--- src/rtl/hotkey_mode_ctrl.sv ---
// Keyboard hotkey decoder: video-mode latches, one-hot test strobes, OSD hide toggle, Ctrl+Alt+Del reset.
// Optional HOTKEY_AUTOREPEAT_EN adds auto-repeat of a held test key every REPEAT_DLY cycles.
module hotkey_mode_ctrl #(
   parameter int unsigned NUM_TESTS  = 6,
   parameter int unsigned PULSE_W    = 4,
   parameter int unsigned RESET_W    = 16,
   parameter int unsigned REPEAT_DLY = 1000000
) (
   input  logic                 clk,
   input  logic                 reset_n,
   input  logic [7:0]           kbd_status,
   input  logic [7:0]           kbd_data,
   output logic                 mode,
   output logic                 vga,
   output logic [NUM_TESTS-1:0] test_strobe,
   output logic                 test_busy,
   output logic                 hidetextwindow,
   output logic                 master_reset
);

   typedef enum logic [1:0] {
      IDLE,
      PULSE,
      RESET
   } state_t;

   localparam logic [7:0]  KEY_MODE0 = 8'h1e;
   localparam logic [7:0]  KEY_MODE1 = 8'h1f;
   localparam logic [7:0]  KEY_MODE2 = 8'h20;
   localparam logic [7:0]  KEY_TEST0 = 8'h21;
   localparam logic [7:0]  KEY_SPACE = 8'h2c;
   localparam logic [7:0]  KEY_DEL   = 8'h4c;
   localparam logic [15:0] PULSE_LD  = 16'(PULSE_W - 1);
   localparam logic [15:0] RESET_LD  = 16'(RESET_W - 1);

   state_t               state;
   state_t               state_nxt;
   logic [7:0]           prev_data;
   logic [15:0]          counter;
   logic [NUM_TESTS-1:0] key_dec;
   logic [NUM_TESTS-1:0] strobe_sel;
   logic                 key_new;
   logic                 ctrl_held;
   logic                 alt_held;
   logic                 cad_hit;
   logic                 rpt_due;
   logic                 test_fire;
   logic                 unused_status;

   assign unused_status = ^{kbd_status[7], kbd_status[5], kbd_status[3], kbd_status[1]};

   always_ff @(posedge clk or negedge reset_n) begin
      if (!reset_n) prev_data <= '0;
      else          prev_data <= kbd_data;
   end

   assign key_new   = (kbd_data != '0) && (kbd_data != prev_data);
   assign ctrl_held = kbd_status[0] | kbd_status[4];
   assign alt_held  = kbd_status[2] | kbd_status[6];
   assign cad_hit   = key_new && (kbd_data == KEY_DEL) && ctrl_held && alt_held;

   always_comb begin
      key_dec = '0;
      for (int unsigned i = 0; i < NUM_TESTS; i++) begin
         if (kbd_data == 8'(KEY_TEST0 + i)) key_dec[i] = 1'b1;
      end
   end

`ifdef HOTKEY_AUTOREPEAT_EN
   localparam logic [23:0] RPT_LAST = 24'(REPEAT_DLY - 1);

   logic [23:0] rpt_cnt;

   // Counts cycles since the last strobe launch or the last code change; saturates rather than wraps.
   always_ff @(posedge clk or negedge reset_n) begin
      if (!reset_n)                                  rpt_cnt <= '0;
      else if ((kbd_data != prev_data) || test_fire) rpt_cnt <= '0;
      else if (rpt_cnt != '1)                        rpt_cnt <= rpt_cnt + 24'd1;
   end

   assign rpt_due = (kbd_data == prev_data) && (rpt_cnt == RPT_LAST);
`else
   logic unused_repeat_dly;

   assign unused_repeat_dly = ^REPEAT_DLY;
   assign rpt_due           = 1'b0;
`endif

   assign test_fire = (state == IDLE) && (|key_dec) && (key_new || rpt_due);

   always_ff @(posedge clk or negedge reset_n) begin
      if (!reset_n) state <= IDLE;
      else          state <= state_nxt;
   end

   always_comb begin
      state_nxt = state;
      if (cad_hit) begin
         state_nxt = RESET;
      end else begin
         case (state)
            IDLE:    if (test_fire) state_nxt = PULSE;
            PULSE:   if (counter == '0) state_nxt = IDLE;
            RESET:   if (counter == '0) state_nxt = IDLE;
            default: state_nxt = IDLE;
         endcase
      end
   end

   always_comb begin
      test_strobe  = (state == PULSE) ? strobe_sel : '0;
      test_busy    = (state != IDLE);
      master_reset = (state == RESET);
   end

   // One counter serves both the strobe width and the reset stretch; it stops at zero.
   always_ff @(posedge clk or negedge reset_n) begin
      if (!reset_n)            counter <= '0;
      else if (cad_hit)        counter <= RESET_LD;
      else if (test_fire)      counter <= PULSE_LD;
      else if (counter != '0)  counter <= counter - 16'd1;
   end

   always_ff @(posedge clk or negedge reset_n) begin
      if (!reset_n)       strobe_sel <= '0;
      else if (test_fire) strobe_sel <= key_dec;
   end

   always_ff @(posedge clk or negedge reset_n) begin
      if (!reset_n) begin
         mode <= 1'b1;
         vga  <= 1'b1;
      end else if (key_new) begin
         case (kbd_data)
            KEY_MODE0: begin mode <= 1'b0; vga <= 1'b0; end
            KEY_MODE1: begin mode <= 1'b1; vga <= 1'b0; end
            KEY_MODE2: begin mode <= 1'b1; vga <= 1'b1; end
            default:   ;
         endcase
      end
   end

   always_ff @(posedge clk or negedge reset_n) begin
      if (!reset_n)                             hidetextwindow <= 1'b0;
      else if (key_new && kbd_data == KEY_SPACE) hidetextwindow <= ~hidetextwindow;
   end

endmodule

--- config.mk ---
export PLATFORM = sky130hd
export DESIGN_NAME = hotkey_mode_ctrl
export DESIGN_NICKNAME = d
export VERILOG_FILES = /design/src/rtl/hotkey_mode_ctrl.sv
export SDC_FILE = /design/constraint.sdc
export NUM_CORES = 1
export LEC_CHECK = 0
export CORE_MARGIN = 8
export CORE_UTILIZATION = 48
export CTS_CLUSTER_DIAMETER = 50
export DETAILED_ROUTE_END_ITERATION = 8
export PLACE_DENSITY = 0.85
export SLEW_MARGIN = 20
export SYNTH_ARGS = -nofsm -noshare
export SYNTH_HDL_FRONTEND = slang
export SYNTH_SLANG_ARGS = --single-unit
--- constraint.sdc ---
create_clock -name clk -period 1.9 [get_ports clk]
set_input_delay 0.285 -clock clk [delete_from_list [all_inputs] [get_ports clk]]
set_output_delay 0.285 -clock clk [all_outputs]
set_load 0.005 [all_outputs]
==> results.sh, run 1 <==
export IMPL_cpMaxStageDelayCell="or4b_4"
export IMPL_syn2layout_area_growth_pct=33.1
export IMPL_crit_required_ps=2070
export IMPL_clk_root_buffer_cell="clkbuf_8"
export IMPL_finalWirelength_mm=4.21
export IMPL_critPathMaxStageDelay_ps=490
export IMPL_postRouteAntennaNets=0
export IMPL_start_kind="register"
export IMPL_globalplace_congestion=0.891
export IMPL_hold_class="in -> async"
export IMPL_start_util_pct=49.1
export IMPL_grtUsageTotal_pct=14.8
export IMPL_dp_hpwl_mm=3.13
export IMPL_maxCapViolations=0
export IMPL_arrival_ps=2070
export IMPL_wire_per_inst_microns=13.9
export IMPL_end_kind="register"
export IMPL_cp_cell_sequence="inv_2 -> ha_1 -> or4b_4 -> nor3_4 -> buf_12 -> nand2_4 -> a21o_1 -> o211a_1"
export IMPL_fp_dieH_microns=79.3
export IMPL_antennaDiodeCount=0
export IMPL_post_route_util_pct=65.3
export IMPL_relSlewSlack_pct=68.1
export IMPL_crit_type="reg -> reg"
export IMPL_async_flop_share_pct=100
export IMPL_fin_nets=274
export IMPL_worst_slew_pin_slew_ps=474
export IMPL_synth_common_cells="33 x dfrtp_1, 20 x nor2_1, 19 x nand2_1"
export IMPL_fin_ws_ps=0.744
export IMPL_cts_buffers=5
export IMPL_cts_hold_buffers=0
export IMPL_final_max_slew_viol_count=0
export IMPL_fillers=323
export IMPL_drive_gt1_share_pct=21.0
export IMPL_r2r_cells=8
export IMPL_power_density_mw_per_mm2=815
export IMPL_crit_fanout=10
export IMPL_status="finished, final reports clean"
export IMPL_h_tree_depth=2
export IMPL_hold_viol=0
export IMPL_grt_max_degree=36
export IMPL_synth_main_ff_cell="dfrtp_1"
export IMPL_whs_ps=414
export IMPL_finalSetupTns_ps=0
export IMPL_vias_per_cell=5.33
export IMPL_ioPinCount=29
export IMPL_synth_most_common_cell="dfrtp_1"
export IMPL_synth_area_per_cell_sq_um=9.80
export IMPL_synth_cells=196
export IMPL_coreArea_sq_mm=0.00391
export IMPL_synth_top_area_share_pct=43.0
export IMPL_fmax_ghz=0.527
export IMPL_gr_total_overflow=0
export IMPL_yosysWarnings=0
export IMPL_detailedPlace_worstSlack_ps=-171
export IMPL_drt_initial_drc_count=69
export IMPL_seq_area_frac_synth_pct=45.7
export IMPL_rsz0062_at_grt="yes"
export IMPL_cts_tree="yes"
export IMPL_vias=1610
export IMPL_grt_first_pass_wirelength_mm=7.38
export IMPL_fin_crit_sh_pct=100
export IMPL_ys_ff_latch=35
export IMPL_setup_viol=0
export IMPL_period_minus_slack_ps=1900
export IMPL_die_w_microns=79.3
export IMPL_worstSkewPairLatency_ps=290
export IMPL_fin_cells=302
export IMPL_rows=23
export IMPL_synth_cell_types=47
export IMPL_post_route_drc_count=0
export IMPL_antenna_found_initial=0
export IMPL_synth_edff_count=0
export IMPL_yosysTopAreaCell="dfrtp_1"
export IMPL_cts_buffer_depth=2
export IMPL_clk_transition_reported_paths_ps=70
export IMPL_clock_sinks=35
export IMPL_finalClockSkew_ps=6.99
export IMPL_ir_drop_uv=581
export IMPL_syn_num_nets=219
export IMPL_port_buffers=24
export IMPL_p_leak_nw=1.11
export IMPL_die_area_sq_mm=0.00628
export IMPL_drt_pass1_iter_count=4
export IMPL_dp_cells=290
export IMPL_syn_cell_area_sq_mm=0.00192
export IMPL_synth_area_leaders="dfrtp_1 43%, xnor2_1 8.2%, nor2_1 3.9%, nand2_1 3.7%, ha_1 3.3%"
export IMPL_grt_pass1_vias=1666
## through the flow
step	area [sq um]	power (mW)
2_1_floorplan	1920	1.30
3_3_place_gp	2410	1.53
3_5_place_dp	2410	1.56
4_1_cts	2520	2.09
5_1_grt	2560	2.21
6_report	2560	2.08
## where the power goes
group | total, mW | switching, mW | internal (mW) | leakage (nW)
clock network | 0.514 | 0.257 | 0.257 | 0.0422
logic | 0.572 | 0.259 | 0.313 | 0.669
registers | 0.997 | 0.129 | 0.868 | 0.403
## critical path, delay by kind of cell, from the launching register on
kind / cells / cell delay [ps]
fa+ha+maj: 1 / 140
flops: 1 / 390
compound gates: 2 / 290
simple gates: 3 / 740
buf+inv: 2 / 220
## sequential cells by signal, indices dropped and copies added (netlist names)
signal	cells
counter	16
hidetextwindow	1
mode	1
prev_data	8
state	2
strobe_sel	6
vga	1
## path summary, 6_finish.rpt
path / from / endpoint / slack (ps)
worst max register to register: counter[0]$_DFFE_PN0P_ / state[0]$_DFFE_PN0P_ / 0.7
max in group asynchronous: reset_n / vga$_DFFE_PN1P_ / 1150
worst max-delay path: counter[0]$_DFFE_PN0P_ / state[0]$_DFFE_PN0P_ / 0.7
worst min register to register: hidetextwindow$_DFFE_PN0P_ / hidetextwindow$_DFFE_PN0P_ / 470
min in group clk: hidetextwindow$_DFFE_PN0P_ / hidetextwindow$_DFFE_PN0P_ / 470
worst min-delay path: reset_n / strobe_sel[4]$_DFFE_PN0P_ / 410
## final cells by class
type | count | area [sq um] | area share [%]
clock buffer | 7 | 76.3 | 2.99
multi-input combinational | 149 | 1010 | 39.6
inverter | 6 | 22.5 | 0.881
sequential | 35 | 878 | 34.4
timing repair buffer | 54 | 498 | 19.5
clock inverter | 1 | 5.00 | 0.196
tap | 50 | 62.6 | 2.45
## cells in the final DEF, fill, tap and decap left out, types with 2 or more instances in the layout
cell type,Yosys,layout
a211oi_1,2,2
a21o_1,2,2
a21oi_1,7,7
and2_1,7,7
buf_12,0,2
buf_4,1,28
clkbuf_1,2,2
clkbuf_8,0,5
clkdlybuf4s50_1,0,21
dfrtp_1,33,33
dfstp_2,2,2
dlymetal6s2s_1,0,3
ha_1,5,3
inv_1,6,3
inv_2,0,3
nand2_1,19,19
nand2b_1,2,2
nand3_1,12,12
nand3b_1,2,2
nand4_1,2,2
nor2_1,20,20
nor2b_1,2,2
nor3_1,7,7
nor3b_1,2,2
nor4_1,2,2
nor4_4,2,3
o21ai_0,8,8
o31a_1,2,2
or2_2,2,2
or3_1,3,3
xnor2_1,18,18
## cells by family (layout without fill, tap and decap cells)
family | Yosys count | in the layout | synth area share, %
AND/OR/NAND/NOR | 94 | 94 | 28.6
flip-flops | 35 | 35 | 45.7
AO/OA/AOI/OAI | 30 | 30 | 10.5
XOR/XNOR | 19 | 19 | 8.66
buffers and inverters | 12 | 68 | 2.74
adder cells (fa/ha/maj) | 5 | 5 | 3.26
multiplexers | 1 | 1 | 0.521
## what timing repair did
action                     in CTS  in global routing
cloned                          0                  0
gates resized for setup         5                  6
setup endpoints to repair       9                 19
pin swaps                       0                  2
buffers inserted                1                  3
## per-layer routing
layer	up-vias	share of wire, %	GRT usage (%)
met5	-	0	0
met4	0	2.3	6.11
met3	10	4.3	4.40
met2	36	51	26.3
met1	771	42	15.9
li1	793	-	-
(Power assumes the default switching activity.)
==> inputs of run 2 (changes only) <==
--- a/config.mk
+++ b/config.mk
@@ -10,6 +10,7 @@
 export CTS_CLUSTER_DIAMETER = 50
 export DETAILED_ROUTE_END_ITERATION = 8
 export PLACE_DENSITY = 0.85
+export SKIP_CTS_REPAIR_TIMING = 1
 export SLEW_MARGIN = 20
 export SYNTH_ARGS = -nofsm -noshare
 export SYNTH_HDL_FRONTEND = slang
==> results.sh, run 2 (synthesis gave the netlist of run 1 again) <==
export IMPL_clk_transition_reported_paths_ps=70
export IMPL_port_buffers=24
export IMPL_fin_crit_sh_pct=99.9
export IMPL_clock_sinks=35
export IMPL_worst_slew_pin_slew_ps=465
export IMPL_final_common_cell="dfrtp_1"
export IMPL_rows=23
export IMPL_grt_first_pass_wirelength_mm=7.23
export IMPL_vias=1581
export IMPL_drt_initial_drc_count=77
export IMPL_wire_per_inst_microns=13.8
export IMPL_ir_drop_uv=558
export IMPL_maxCapViolations=0
export IMPL_mostFrequentLayoutCells="33 x dfrtp_1, 26 x buf_4, 24 x clkdlybuf4s50_1"
export IMPL_vias_per_cell=5.27
export IMPL_seq_power_share_pct=48.0
export IMPL_hold_class="in -> async"
export IMPL_largest_register="counter"
export IMPL_relSlewSlack_pct=68.7
export IMPL_h_tree_depth=2
export IMPL_die_area_sq_mm=0.00628
export IMPL_critPathMaxStageDelay_ps=490
export IMPL_setup_viol=0
export IMPL_power_density_mw_per_mm2=819
export IMPL_cts_buffers=5
export IMPL_fillers=323
export IMPL_status="finished, final reports clean"
export IMPL_r2r_slack_ps=3
export IMPL_dp_hpwl_mm=3.13
export IMPL_syn2layout_area_growth_pct=31.9
export IMPL_ioPinCount=29
export IMPL_start_kind="register"
export IMPL_rsz0062_at_grt="yes"
export IMPL_grt_max_degree=36
export IMPL_start_util_pct=49.1
export IMPL_finalWirelength_mm=4.13
export IMPL_crit_fanout=10
export IMPL_crit_type="reg -> reg"
export IMPL_post_route_util_pct=64.7
export IMPL_fmax_ghz=0.527
export IMPL_detailedPlace_worstSlack_ps=-171
export IMPL_end_kind="register"
export IMPL_finalClockSkew_ps=8.80
export IMPL_fp_dieH_microns=79.3
export IMPL_die_w_microns=79.3
export IMPL_regArea_sq_um=878
export IMPL_p_clk_share_pct=24.5
export IMPL_final_max_slew_viol_count=0
export IMPL_grt_pass1_vias=1642
export IMPL_clk_root_buffer_cell="clkbuf_8"
export IMPL_p_sw_share_pct=30.8
export IMPL_fin_ws_ps=2.62
export IMPL_period_minus_slack_ps=1900
export IMPL_antenna_found_initial=0
export IMPL_grtUsageTotal_pct=14.5
export IMPL_fin_nets=272
export IMPL_antennaDiodeCount=0
export IMPL_cp_cell_sequence="inv_2 -> ha_1 -> or4b_4 -> nor3_4 -> buf_12 -> nand2_4 -> a21o_1 -> o211a_1"
export IMPL_drt_pass1_iter_count=4
export IMPL_worstSkewPairLatency_ps=280
export IMPL_cts_tree="yes"
export IMPL_switchingPower_uw=638
export IMPL_arrival_ps=2070
export IMPL_crit_required_ps=2070
export IMPL_finalPower_mw=2.08
export IMPL_whs_ps=416
export IMPL_multi_input_area_sq_mm=0.00101
export IMPL_worst_path_buf_inv=2
export IMPL_gr_total_overflow=0
export IMPL_drive_gt1_share_pct=20.4
export IMPL_p_leak_nw=1.05
export IMPL_largest_reg_flops=16
export IMPL_cpMaxStageDelayCell="or4b_4"
export IMPL_p_int_mw=1.44
export IMPL_pwr_share_comb_pct=27.4
export IMPL_coreArea_sq_mm=0.00391
export IMPL_reg_top3="counter: 16 flops, prev_data: 8 flops, strobe_sel: 6 flops"
export IMPL_critical_path_top_delay_family="simple AND/OR/NAND/NOR gates"
export IMPL_postRouteAntennaNets=0
export IMPL_post_route_drc_count=0
export IMPL_globalplace_congestion=0.891
export IMPL_cts_buffer_depth=2
export IMPL_hold_viol=0
-- run 2: changes by cell type in the layout (fill, tap and decap cells not counted), sizes merged --
cell	delta
buf	-2
dlymetal6s2s	-3
clkdlybuf4s50	+3
-- run 2: cell type report --
type                       instances  area share [%]
timing repair buffer              52            18.8
clock inverter                     1           0.198
multi-input combinational        149            40.0
tap                               50            2.47
sequential                        35            34.7
clock buffer                       7            3.01
inverter                           6           0.889
-- run 2: power by group through the flow --
stage	logic (mW)	clock network (mW)	registers, mW
4_1_cts	0.561	0.533	0.991
3_5_place_dp	0.556	0	1.01
5_1_grt	0.633	0.567	1.01
3_3_place_gp	0.532	0	0.994
2_1_floorplan	0.305	0	1.00
6_report	0.570	0.509	0.998
-- run 2: path summary, 6_finish.rpt --
| path | startpoint | endpoint | depth (start not counted) |
|---|---|---|---|
| min | reset_n | strobe_sel[4]$_DFFE_PN0P_ | 2 |
| min reg2reg | hidetextwindow$_DFFE_PN0P_ | hidetextwindow$_DFFE_PN0P_ | 1 |
| max | counter[0]$_DFFE_PN0P_ | state[0]$_DFFE_PN0P_ | 8 |
| max reg2reg | counter[0]$_DFFE_PN0P_ | state[0]$_DFFE_PN0P_ | 8 |
| min in group clk | hidetextwindow$_DFFE_PN0P_ | hidetextwindow$_DFFE_PN0P_ | 1 |
| max in group asynchronous | reset_n | vga$_DFFE_PN1P_ | 2 |
-- run 2: stage by stage --
step	TNS, ps	std cells	cell area (sq um)
6_report	0	300	2530
5_1_grt	-467	300	2530
4_1_cts	-733	298	2490
3_5_place_dp	-2830	290	2410
3_3_place_gp	-2350	290	2410
2_1_floorplan	-4.31	196	1920
-- run 2: layer usage --
metal  vias up  routed length [microns]  share of wire, %  global-route usage [%]
met5         -                        0                 0                       0
met4         0                       70               1.7                    6.11
met3         6                      163               3.9                    4.40
met2        32                     2110                51                    25.2
met1       756                     1790                43                    15.9
li1        787                        -                 -                       -
